<file path="src/rtl/mux_2x1_rr_ctrl.sv">
// mux_2x1_rr_ctrl
// Packet-level round-robin controller placed directly upstream of a 2:1
// combinational mux. It grants one source for a whole packet and then
// hands priority to the other source. Every output is a register, so the
// mux select path stays purely combinational.
//
// Optional feature macro: MUX_2X1_RR_CTRL_TIMEOUT_EN
//   When defined, a lock with no flits for TIMEOUT_CYCLES consecutive
//   enabled cycles is force-released and o_timeout pulses for one cycle.
//   When undefined, there is no counter and o_timeout is tied low.
module mux_2x1_rr_ctrl #(
    parameter int TIMEOUT_CYCLES = 16,
    parameter int CNT_WIDTH      = $clog2(TIMEOUT_CYCLES + 1)
) (
    input  logic       clk,
    input  logic       rst_n,
    input  logic       i_en,
    input  logic [1:0] i_valid,
    input  logic [1:0] i_last,
    output logic       o_en,
    output logic       o_cmd,
    output logic [1:0] o_grant,
    output logic       o_timeout
);

    typedef enum logic [1:0] {
        IDLE    = 2'd0,
        LOCK_LO = 2'd1,
        LOCK_HI = 2'd2
    } state_t;

    state_t state;
    state_t nxt_state;
    logic   prio;
    logic   nxt_prio;
    logic   cur;
    logic   release_lock;

`ifdef MUX_2X1_RR_CTRL_TIMEOUT_EN
    logic [CNT_WIDTH-1:0] cnt;
    logic [CNT_WIDTH-1:0] nxt_cnt;
    logic                 forced;
`endif

    // A timeout shorter than two cycles would release a lock before the
    // source could ever present its first flit.
    if (TIMEOUT_CYCLES < 2 || CNT_WIDTH < 2) begin : g_bad_timeout
        $error("mux_2x1_rr_ctrl: TIMEOUT_CYCLES must be at least 2");
    end

    // Next-state decode: arbitration from IDLE, packet end or forced release from a lock.
    always_comb begin
        cur          = (state == LOCK_HI);
        nxt_state    = state;
        nxt_prio     = prio;
        release_lock = 1'b0;
`ifdef MUX_2X1_RR_CTRL_TIMEOUT_EN
        nxt_cnt      = '0;
        forced       = 1'b0;
`endif
        case (state)
            IDLE: begin
                case (i_valid)
                    2'b01:   nxt_state = LOCK_LO;
                    2'b10:   nxt_state = LOCK_HI;
                    2'b11:   nxt_state = prio ? LOCK_HI : LOCK_LO;
                    default: nxt_state = IDLE;
                endcase
            end
            LOCK_LO, LOCK_HI: begin
                if (i_valid[cur]) begin
                    release_lock = i_last[cur];
                end else begin
`ifdef MUX_2X1_RR_CTRL_TIMEOUT_EN
                    if (cnt == CNT_WIDTH'(TIMEOUT_CYCLES - 1)) begin
                        forced       = 1'b1;
                        release_lock = 1'b1;
                    end else begin
                        nxt_cnt = cnt + 1'b1;
                    end
`endif
                end
                if (release_lock) begin
                    nxt_prio  = ~cur;
                    nxt_state = i_valid[~cur] ? (cur ? LOCK_LO : LOCK_HI) : IDLE;
                end
            end
            default: nxt_state = IDLE;
        endcase
    end

    // Controller state and registered mux/grant outputs; a low i_en freezes state and blanks the grant.
    always_ff @(posedge clk or negedge rst_n) begin
        if (!rst_n) begin
            state   <= IDLE;
            prio    <= 1'b0;
            o_en    <= 1'b0;
            o_cmd   <= 1'b0;
            o_grant <= 2'b00;
`ifdef MUX_2X1_RR_CTRL_TIMEOUT_EN
            cnt       <= '0;
            o_timeout <= 1'b0;
`endif
        end else if (i_en) begin
            state <= nxt_state;
            prio  <= nxt_prio;
            case (nxt_state)
                LOCK_LO: begin
                    o_en    <= 1'b1;
                    o_cmd   <= 1'b0;
                    o_grant <= 2'b01;
                end
                LOCK_HI: begin
                    o_en    <= 1'b1;
                    o_cmd   <= 1'b1;
                    o_grant <= 2'b10;
                end
                default: begin
                    o_en    <= 1'b0;
                    o_grant <= 2'b00;
                end
            endcase
`ifdef MUX_2X1_RR_CTRL_TIMEOUT_EN
            cnt       <= nxt_cnt;
            o_timeout <= forced;
`endif
        end else begin
            o_en    <= 1'b0;
            o_grant <= 2'b00;
`ifdef MUX_2X1_RR_CTRL_TIMEOUT_EN
            o_timeout <= 1'b0;
`endif
        end
    end

`ifndef MUX_2X1_RR_CTRL_TIMEOUT_EN
    assign o_timeout = 1'b0;
`endif

endmodule

</file>
<file path="config.mk">
export PLATFORM = sky130hd
export DESIGN_NAME = mux_2x1_rr_ctrl
export DESIGN_NICKNAME = d
export VERILOG_FILES = /design/src/rtl/mux_2x1_rr_ctrl.sv
export SDC_FILE = /design/constraint.sdc
export NUM_CORES = 1
export LEC_CHECK = 0
export BUFFER_PORTS_ARGS = -buffer_cell sky130_fd_sc_hd__buf_2
export CORE_MARGIN = 3
export CORE_UTILIZATION = 35
export DETAILED_ROUTE_END_ITERATION = 8
export PLACE_DENSITY_LB_ADDON = 0.12
export SLEW_MARGIN = 5
export SYNTH_ARGS = -nofsm -noshare
export SYNTH_HDL_FRONTEND = slang
export SYNTH_SLANG_ARGS = --single-unit
</file>
<file path="constraint.sdc">
create_clock -name clk -period 3.06 [get_ports clk]
set_clock_uncertainty 0.15 [all_clocks]
set_input_delay 0.612 -clock clk [delete_from_list [all_inputs] [get_ports clk]]
set_output_delay 0.612 -clock clk [all_outputs]
set_load 0.1 [all_outputs]
</file>
==> results_dict.tcl <==
set metrics [dict create \
    seq_area_frac_synth 0.338 \
    worst_setup_path_end_kind "flop" \
    crit_chain "inv_1 -> ha_1 -> or3b_1 -> a21o_1 -> a41oi_2 -> inv_1 -> ha_1 -> nor2b_1 -> mux2_2" \
    synth_top_area_cell "dfrtp_1" \
    fin_ws_ns 0.396 \
    drtIter0Drc 6 \
    synth_compound_area_frac 0.186 \
    max-vdd-ir-drop_mv 0.426 \
    antenna_found_initial 0 \
    die_y_um 44.5 \
    first_pass_iters 2 \
    synthTopCellsByCount "dfrtp_1 (7), ha_1 (7), inv_1 (6), nand2_1 (5), mux2i_1 (4)" \
    yosys_warnings 0 \
    cts_setup_buffers 0 \
    dp_hpwl_um 714 \
    clock-sinks 7 \
    crit_required_ns 3.04 \
    ctsHoldBuffers 0 \
    grt_pass1_wl_mm 1.45 \
    hold_path_class "in -> async" \
    gp_congestion 0.710 \
    netlist_area_um2 518 \
    vias_per_cell 4.73 \
    post-route-period-util 0.871 \
    cts_tree "built" \
    synth-main-ff-cell "dfrtp_1" \
    setup-tns-final_ns 0 \
    cp_num_buf_inv 2 \
    cp_top_family "adder cells" \
    start_util 0.384 \
    nNetsFinal 79 \
    post-route-min-period_ns 2.66 \
    core_area_um2 1350 \
    grt_max_degree 8 \
    cts-resized-gates 0 \
    via_count 374 \
    synthAdderAreaFrac 0.169 \
    synthTopCellsByArea "dfrtp_1 (34%), ha_1 (17%), mux2i_1 (7.7%)" \
    crit_arrival_ns 2.64 \
    port_buffers 10 \
    fmax_mhz 375 \
    die_area_um2 1980 \
    fillCellCount 136 \
    yosysUniqueCellTypes 21 \
    grt-ovfl-total 0 \
    die_x_um 44.5 \
    drv_slew 0 \
    area_growth_pct 16.9 \
    rows 13 \
    ant_nets 0 \
    cpPeakStageDelay_ns 0.38 \
    hold_violations 0 \
    crit_slowest_cell "or3b_1" \
    start_kind "flop" \
    synth-edff-count 0 \
    htree_levels 1 \
    detail_route.wl_per_cell_um 10.6 \
    yosys.area_share.simple 0.143 \
    dp_slack_ns 0.358 \
    rsz0062_at_grt "no" \
    setup_viol 0 \
    io_pins 12 \
    synth_top_area_frac 0.338 \
    synth-seq-cells 7 \
    drive_above_1_share 0.250 \
    path_clk_slew_ns 0.05 \
    grt_pass1_vias 371 \
    asyncSetResetFlopFracSynth 1.00 \
    insertedDiodeCount 0 \
    status "finished clean" \
    cts_inserted_buffers 3 \
    maxCapViolCount 0 \
    grt.total_usage 0.104 \
    power.density_nw_per_um2 1060 \
    synthXorXnorAreaFrac 0 \
    synth_area_per_cell_um2 10.2 \
    clk_latency_ns 0.24 \
    cts_root_buf "clkbuf_4" \
    drt-total-wl_um 840 \
    drc 0 \
    p_leak_nw 0.310 \
    synth.area.mux_share 0.0990 \
    critPathKind "reg -> reg" \
    mappedNetlistNets 65 \
    worstPathMaxFanout 6 \
    netlist_instances 51 \
    cts_max_path_buffers 2 \
    synth_top_family_by_area "compound AO/OA/AOI/OAI gates" \
]
[per-layer routing]
layer / wire (um) / vias to the layer above / track usage
met4: 6 / 0 / 0.0361
met1: 412 / 160 / 0.112
met2: 347 / 10 / 0.155
li1: - / 202 / -
met5: 0 / - / 0
met3: 74 / 2 / 0.0772
[report_power, final]
part | internal, W | leakage, nW | switching (W) | total (W)
Clock | 0.0000495 | 0.0150 | 0.0000301 | 0.0000797
Combinational | 0.000127 | 0.204 | 0.000288 | 0.000414
Sequential | 0.000131 | 0.0909 | 0.0000186 | 0.000149
Total | 0.000307 | 0.310 | 0.000337 | 0.000643
[placed cells by master, fill, tap and decap left out]
cell / n
buf_2: 10
ha_1: 7
dfrtp_1: 7
inv_1: 6
nand2_1: 5
mux2i_1: 4
o21ai_0: 3
clkbuf_4: 3
o21a_1: 2
a21o_1: 2
a41oi_2: 2
and2_1: 2
nand2b_1: 1
or2b_1: 1
nand3b_1: 1
a211oi_1: 1
or3b_1: 1
o2111a_1: 1
nor2b_1: 1
or3_1: 1
mux2_2: 1
conb_1: 1
clkbuf_1: 1
[cell families after synthesis]
family	Yosys count
adder cells (fa/ha/maj)	7
AO/OA/AOI/OAI	11
flip-flops	7
multiplexers	5
other	1
buffers and inverters	7
AND/OR/NAND/NOR	13
[sequential cells by signal (all words and copies together), names as in the netlist]
register / count
state: 2
prio: 1
o_cmd: 1
o_grant: 2
o_en: 1
[area by class of cell]
cell class,instances,area (um2),area share
multi-input cells,37,313,0.517
flip-flops and latches,7,175,0.289
repair buffers,10,50.0,0.0826
clock buffers,4,26.3,0.0434
inverters,6,22.5,0.0372
well taps,15,18.8,0.0310
[path summary, 6_finish.rpt]
path / start / to / slack (ns) / depth (start not counted)
worst max register to register: state[0] / o_cmd / 0.40 / 9
worst max-delay path: state[0] / o_cmd / 0.40 / 9
max in group asynchronous: rst_n / state[0] / 2.57 / 1
worst min-delay path: rst_n / o_en / 0.04 / 1
worst min register to register: o_cmd / o_cmd / 0.35 / 1
min in group clk: o_cmd / o_cmd / 0.35 / 1
[metrics by stage]
stage | cells | power [W] | hold slack, ns | area, um2 | util
finish | 79 | 0.000643 | 0.0409 | 606 | 0.449
floorplan | 51 | 0.000499 | 0.166 | 518 | -
global placement | 75 | 0.000575 | 0.302 | 579 | 0.429
global route | 79 | 0.000704 | 0.0278 | 606 | 0.449
CTS | 79 | 0.000654 | 0.0355 | 606 | 0.449
detailed placement | 75 | 0.000570 | 0.304 | 579 | 0.429
No activity file was read; power rests on OpenSTA's default activity.
